--- config.mk ---
export PLATFORM = sky130hd
export DESIGN_NAME = tx_channel_arbiter_flat
export DESIGN_NICKNAME = d
export VERILOG_FILES = /design/src/rtl/tx_channel_arbiter_if.sv /design/src/rtl/tx_channel_arbiter.sv /design/src/flat_wrapper.sv
export SDC_FILE = /design/constraint.sdc
export NUM_CORES = 1
export LEC_CHECK = 0
export ABC_CLOCK_PERIOD_IN_PS = 2200
export CAP_MARGIN = 10
export CORE_ASPECT_RATIO = 0.75
export CORE_MARGIN = 8
export CORE_UTILIZATION = 40
export DETAILED_ROUTE_END_ITERATION = 8
export PLACE_DENSITY = 0.76
export RECOVER_POWER = 50
export REMOVE_ABC_BUFFERS = 1
export SLEW_MARGIN = 40
export SYNTH_ARGS = -nofsm -noshare
export SYNTH_HDL_FRONTEND = slang
export SYNTH_SLANG_ARGS = --single-unit
--- constraint.sdc ---
create_clock -name clk -period 2.2 [get_ports clk]
set_clock_uncertainty 0.15 [all_clocks]
set_input_delay 0.44 -clock clk [delete_from_list [all_inputs] [get_ports clk]]
set_output_delay 0.44 -clock clk [all_outputs]
set_load 0.05 [all_outputs]
--- src/rtl/tx_channel_arbiter_if.sv ---
// Signal bundle between tx_channel_arbiter, its four channel FIFOs and the shared UART.
// The master modport is the arbiter side; the slave modport is the FIFO/UART side.
interface tx_channel_arbiter_if;
  logic [3:0]  full;
  logic [31:0] chData;
  logic        txBusy;
  logic [3:0]  oRdclk;
  logic        oNewData;
  logic [7:0]  oData;
  logic [1:0]  oChannel;
  logic        oBusy;

  modport master (
    input  full, chData, txBusy,
    output oRdclk, oNewData, oData, oChannel, oBusy
  );

  modport slave (
    output full, chData, txBusy,
    input  oRdclk, oNewData, oData, oChannel, oBusy
  );
endinterface

--- src/rtl/tx_channel_arbiter.sv ---
// Round-robin arbiter that drains BURST_LEN bytes per grant from one of four FIFOs into one UART.
// Define TX_CH_HEADER_EN to precede every burst with a 0xA0|channel header byte.
module tx_channel_arbiter #(
  parameter int BURST_LEN = 32,
  parameter int NCH       = 4
) (
  input logic                  clk,
  input logic                  rst,
  tx_channel_arbiter_if.master bus
);
  localparam logic [5:0] CNT_LAST = 6'(BURST_LEN - 1);

  typedef enum logic [2:0] {IDLE, HDR, RD, WT, LAT, SEND, GUARD, DRAIN} state_t;

  state_t     r_state;
  logic [1:0] r_last;
  logic [1:0] r_chan;
  logic [5:0] r_cnt;
  logic [3:0] r_rdclk;
  logic       r_new;
  logic [7:0] r_data;

  logic [1:0] w_grant;
  logic       w_any;
  logic [7:0] w_ch_byte;
  logic       w_hdr_pend;

  // Scan from the channel after the last grant; the closest requester wins.
  always_comb begin
    // NOTE: default first, so no path leaves w_grant unassigned and no latch is inferred.
    w_grant = r_last;
    for (int i = NCH; i >= 1; i--) begin
      if (bus.full[r_last + 2'(i)]) w_grant = r_last + 2'(i);
    end
  end

  assign w_any     = |bus.full;
  assign w_ch_byte = bus.chData[{r_chan, 3'b000} +: 8];

`ifdef TX_CH_HEADER_EN
  logic r_hdr;

  // Marks that the current DRAIN wait belongs to the header byte, so cntB must not advance.
  always_ff @(posedge clk) begin
    if (!rst) begin
      r_hdr <= 1'b0;
    end else if (r_state == HDR) begin
      r_hdr <= 1'b1;
    end else if (r_state == DRAIN && !bus.txBusy) begin
      r_hdr <= 1'b0;
    end
  end

  assign w_hdr_pend = r_hdr;
`else
  assign w_hdr_pend = 1'b0;
`endif

  always_ff @(posedge clk) begin
    if (!rst) begin
      r_state <= IDLE;
      r_last  <= 2'd3;
      r_chan  <= 2'd0;
      r_cnt   <= 6'd0;
      r_rdclk <= 4'd0;
      r_new   <= 1'b0;
      r_data  <= 8'h00;
    end else begin
      // NOTE: strobes default low and are raised only by their own state; non-blocking
      // assignments keep every read in this block on the pre-edge value.
      r_rdclk <= 4'd0;
      r_new   <= 1'b0;
      case (r_state)
        IDLE: begin
          if (w_any) begin
            r_chan <= w_grant;
            r_last <= w_grant;
            r_cnt  <= 6'd0;
`ifdef TX_CH_HEADER_EN
            r_state <= HDR;
`else
            r_state <= RD;
`endif
          end
        end
`ifdef TX_CH_HEADER_EN
        HDR: begin
          r_data  <= 8'hA0 | {6'd0, r_chan};
          r_new   <= 1'b1;
          r_state <= GUARD;
        end
`endif
        RD: begin
          r_rdclk <= 4'b0001 << r_chan;
          r_state <= WT;
        end
        WT:   r_state <= LAT;
        LAT: begin
          r_data  <= w_ch_byte;
          r_state <= SEND;
        end
        SEND: begin
          r_new   <= 1'b1;
          r_state <= GUARD;
        end
        // The UART raises txBusy one cycle after the strobe; GUARD skips that blind cycle.
        GUARD: r_state <= DRAIN;
        DRAIN: begin
          if (!bus.txBusy) begin
            if (w_hdr_pend) begin
              r_state <= RD;
            end else if (r_cnt == CNT_LAST) begin
              r_state <= IDLE;
            end else begin
              r_cnt   <= r_cnt + 6'd1;
              r_state <= RD;
            end
          end
        end
        default: r_state <= IDLE;
      endcase
    end
  end

  assign bus.oRdclk   = r_rdclk;
  assign bus.oNewData = r_new;
  assign bus.oData    = r_data;
  assign bus.oChannel = r_chan;
  assign bus.oBusy    = (r_state != IDLE);

endmodule
--- src/flat_wrapper.sv ---
// flat-port wrapper written by rule: the top's interface ports become plain ports
module tx_channel_arbiter_flat 
#(
  parameter int BURST_LEN = 32,
  parameter int NCH       = 4
)
  (clk, rst, bus_full, bus_chData, bus_txBusy, bus_oRdclk, bus_oNewData, bus_oData, bus_oChannel, bus_oBusy);
  tx_channel_arbiter_if bus_i ();
  input logic clk;
  input logic rst;
  input wire logic [$bits(bus_i.full)-1:0] bus_full;
  input wire logic [$bits(bus_i.chData)-1:0] bus_chData;
  input wire logic [$bits(bus_i.txBusy)-1:0] bus_txBusy;
  output wire logic [$bits(bus_i.oRdclk)-1:0] bus_oRdclk;
  output wire logic [$bits(bus_i.oNewData)-1:0] bus_oNewData;
  output wire logic [$bits(bus_i.oData)-1:0] bus_oData;
  output wire logic [$bits(bus_i.oChannel)-1:0] bus_oChannel;
  output wire logic [$bits(bus_i.oBusy)-1:0] bus_oBusy;
  assign bus_i.full = bus_full;
  assign bus_i.chData = bus_chData;
  assign bus_i.txBusy = bus_txBusy;
  assign bus_oRdclk = bus_i.oRdclk;
  assign bus_oNewData = bus_i.oNewData;
  assign bus_oData = bus_i.oData;
  assign bus_oChannel = bus_i.oChannel;
  assign bus_oBusy = bus_i.oBusy;
  tx_channel_arbiter #(.BURST_LEN(BURST_LEN), .NCH(NCH)) u_core (.clk(clk), .rst(rst), .bus(bus_i));
endmodule
Yosys cells after proc, flatten, opt, wreduce, memory -nomap -nowiden
Index checks and enable logic that the tools add are counted.
- register bits: 26
- input port bits: 39
- output and inout bits: 16
- word-level logic and storage cells: 52
- add/sub/neg operators: 4
- $lt $le $gt $ge: 3
- equality and inequality tests: 10
- shifts and indexed selects: 2
- multiplexer cells: 18
- reduce and logical (&&, ||, !) cells: 8
- operators with widths (operator ; number):
    $shiftx A32 B6 Y8 ; 1
    $pmux W3 S7 ; 1
    $mux W6 ; 3
    $eq A3 B3 Y1 const B ; 4
    $pmux W6 S2 ; 1
    $lt A2 B3 Y1 const B ; 3
    $mux W2 ; 4
    $add A6 B1 Y6 const B ; 1
    $bmux W1 S2 ; 3
    $eq A3 B2 Y1 const B ; 2
    $eq A6 B5 Y1 const B ; 1
    $mux W3 ; 2
    $reduce_and A2 Y1 ; 3
    $add A2 B2 Y2 const B ; 2
    $mux W1 ; 4
    $ne A2 B2 Y1 const B ; 2
    $reduce_and A4 Y1 ; 1
    $reduce_or A4 Y1 ; 1
    $shl A1 B2 Y4 const A ; 1
    $logic_not A3 Y1 ; 1
    $reduce_bool A3 Y1 ; 1
    $add A2 B1 Y2 const B ; 1
    $ne A2 B1 Y1 const B ; 1
    $reduce_bool A2 Y1 ; 1

Longest topological paths before layout
- depth in word-level cells: 6
- depth in mapped cells: 6
- mapped depth without buffers: 5

Least setup slack after synthesis
No wires, ideal clock.
- path type: register to register
- start point: reg u_core.r_chan[0], in the netlist u_core.bus.oChannel[0]
- end point: reg u_core.r_data[0], in the netlist u_core.bus.oData[0]
- setup time: 0.133 ns
- data arrival time: 1.695 ns
- data required time: 1.917 ns
- slack: 0.222 ns
- cell stages (with the launch flop): 5
- buffers on the path: 1
- clock period less this slack: 1.978 ns
- cells stage by stage: dfxtp_1 buf_2 mux4_2 nand2_1 o21ai_0
- cells in the longest elaborated chain, start to end: 1
- ends and longest elaborated chain (element ; RTL line ; text):
    start, declared ; tx_channel_arbiter.sv:17 ; logic [1:0] r_chan;
    start signal, assigned ; tx_channel_arbiter.sv:76 ; r_chan <= w_grant;
    $shiftx A32 B6 Y8 ; tx_channel_arbiter.sv:38 ; assign w_ch_byte = bus.chData[{r_chan, 3'b000} +: 8];
    end signal, assigned ; tx_channel_arbiter.sv:99 ; r_data <= w_ch_byte;
    end, declared ; tx_channel_arbiter.sv:21 ; logic [7:0] r_data;
Every way passes these cells.
A chain may end at the register's enable or synchronous reset.

Final worst setup path
- start point: reg u_core.r_data[0], in the netlist u_core.bus.oData[0]
- end point: out bus_oData[0]
- RTL lines (element ; RTL line ; text):
    end, declared ; flat_wrapper.sv:16 ; output wire logic [$bits(bus_i.oData)-1:0] bus_oData;
No word-level cell between the ends.

==> flow_metrics.tcl <==
set metrics [dict create \
    status "finished clean" \
    critPathSlowestCell "clkdlybuf4s50_1" \
    hold_depth 2 \
    path_delay_family "buffers and inverters" \
    nNetsFinal 234 \
    clkSinkCount 26 \
    hold_end "u_core.bus.oData[5]" \
    cpPeakStageDelay_ns 0.81 \
    final-seq-area_um2 520 \
    report.power.total_uw 1190 \
    netlist_area_um2 1310 \
    finalHoldWorstSlack_ns 0.307 \
    worst_ep_arrival_time_ns 1.45 \
    max-cap-violations 0 \
    gr-total-overflow 0 \
    detail-route-antenna-nets 0 \
    r2r_slack_ns 0.26 \
    drt_iter0_drc 85 \
    dr.pass1.iters 4 \
    clock_latency_ns 0.27 \
    holdBufCountCts 0 \
    drive_gt1_frac 0.114 \
    io_pins 55 \
    r2r_cells 4 \
    final_cells 233 \
    start_kind "register" \
    drt_wl_total_um 3560 \
    grt_pass1_vias 1229 \
    final_common_cell "clkdlybuf4s50_1" \
    synthToLayoutAreaGrowth_pct 47.5 \
    drv_slew 0 \
    powerDensity_nw_per_um2 614 \
    setup_viol 0 \
    dpl.cell_count 229 \
    ys_warn_count 0 \
    hold_path.startpoint "u_core.bus.oData[5]" \
    drc 0 \
    ys_async_sr_fraction 0 \
    postCtsSetupRepairBufs 0 \
    rsz0062_at_grt "false" \
    crit_cells 1 \
    synth-edff-count 0 \
    antennaDiodeCount 0 \
    die_h_um 65.5 \
    multi_input_area_um2 726 \
    cts_buffer_depth 2 \
    cts_buffers 3 \
    fin_crit_ns 2.04 \
    num_rows 18 \
    synthCells 140 \
    syn_avg_cell_area_um2 9.35 \
    cts.htree.levels 1 \
    initial_utilization 0.409 \
    hp-class "reg2reg" \
    r2r-end "u_core.r_last[0]" \
    peakVddDrop_mv 0.376 \
    fin_setup_tns_ns 0 \
    num_vias 1217 \
    path_max_fanout 2 \
    yosysTopAreaCell "dfxtp_1" \
    core_area_um2 3200 \
    antenna_found_initial 0 \
    die_area_um2 5380 \
    worstMarginPinSlew_ns 0.567 \
    max_freq_ghz 0.490 \
    track_usage 0.139 \
    synth_top_area_frac 0.398 \
    synth_ff_type "dfxtp_1" \
    fp.dieW_um 82.1 \
    tritoncts "yes" \
    ys_seq_elements 26 \
    port_buffers 54 \
    final_hold_viol_count 0 \
    seq_area_frac_synth 0.398 \
    cts-resized-gates 0 \
    gp_congestion 0.772 \
    cts-root-buf "clkbuf_8" \
    grt_pass1_wl_um 5890 \
    ys_types 37 \
    leakage_uw 0.000676 \
    path_clk_slew_ns 0.09 \
    wl_per_cell_um 15.3 \
    r2r_start "u_core.r_state[0]" \
    dp_hpwl_um 2930 \
    viasPerCell 5.22 \
    crit_chain "clkdlybuf4s50_1" \
    ys_top_cells_by_area "dfxtp_1 (40%), mux4_2 (14%), nand2_1 (6.3%)" \
    most-common-layout-cells "clkdlybuf4s50_1 (49), dfxtp_1 (26), nand2_1 (22)" \
    critical_path.endpoint_type "output pin" \
    grt_max_degree 18 \
    slew_headroom 0.621 \
    worstPathRequired_ns 1.61 \
    min_period_over_period 0.928 \
    crit_type "reg2out" \
    path_buf_inv 1 \
    fillers 265 \
]
flip-flops by register name, summed over array words and instances, names as in the netlist:
name	count
u_core.r_last	2
u_core.bus.oData	8
u_core.r_cnt	6
u_core.bus.oChannel	2
u_core.bus.oNewData	1
u_core.bus.oRdclk	4
u_core.r_state	3
logic make-up after synthesis:
| group | synth area share |
|---|---|
| DFF | 0.398 |
| xor gates and xnor gates | 0.0201 |
| adders and majority gates | 0.00956 |
| buffers and inverters | 0.0478 |
| AOI/OAI and AO/OA | 0.121 |
| and+or+nand+nor | 0.266 |
| muxes | 0.138 |
area by class of cell:
cell class | instances | share of cell area
well taps | 40 | 0.0259
multi-input cells | 103 | 0.376
repair buffers | 59 | 0.298
inverters | 1 | 0.00194
flip-flops and latches | 26 | 0.270
clock buffers | 4 | 0.0285
layer usage:
metal | vias up | global-route usage | share of wire
li1 | 609 | - | -
met3 | 6 | 0.0327 | 0.045
met4 | 0 | 0.0437 | 0.011
met5 | - | 0 | 0
met1 | 575 | 0.169 | 0.40
met2 | 27 | 0.236 | 0.54
how the worst max path moves through the flow:
stage,startpoint,end
CTS,u_core.bus.oData[2],bus_oData[2]
global route,bus_full[3],u_core.r_cnt[5]
finish,u_core.bus.oData[0],bus_oData[0]
global placement,bus_full[3],u_core.r_cnt[5]
detailed placement,bus_full[3],u_core.r_cnt[5]
floorplan,u_core.bus.oChannel[0],u_core.bus.oData[0]
per-stage QoR:
| step | util | setup slack, ns | area (um2) |
|---|---|---|---|
| 6_report | 0.604 | 0.158 | 1930 |
| 5_1_grt | 0.604 | 0.0397 | 1930 |
| 4_1_cts | 0.606 | 0.146 | 1940 |
| 3_5_place_dp | 0.589 | 0.0735 | 1880 |
| 3_3_place_gp | 0.589 | 0.142 | 1880 |
| 2_1_floorplan | - | 0.246 | 1250 |
Yosys cell counts (2+ instances only):
master	count
dfxtp_1	26
nand2_1	22
o21ai_0	13
nor2_1	11
mux4_2	8
a21oi_1	5
clkbuf_1	5
nand3_1	4
and3_1	3
nand2b_1	3
nand4_1	3
nor3_1	3
xor2_1	3
buf_2	2
buf_6	2
nor2b_1	2
nor3b_1	2
nor4b_1	2
o211ai_1	2
o31ai_1	2
worst register-to-register path, stage by stage, from the launching register on:
cell and delay [ns]:
dfxtp_1 0.40, or3_4 0.43, or2_0 0.39, nor4_4 0.36, o21ai_1 0.10
power breakdown:
group | total [uW] | internal [uW] | switching [uW]
Clock | 310 | 160 | 150
Combinational | 330 | 184 | 146
Sequential | 546 | 496 | 49.5
(Power assumes the default switching activity.)
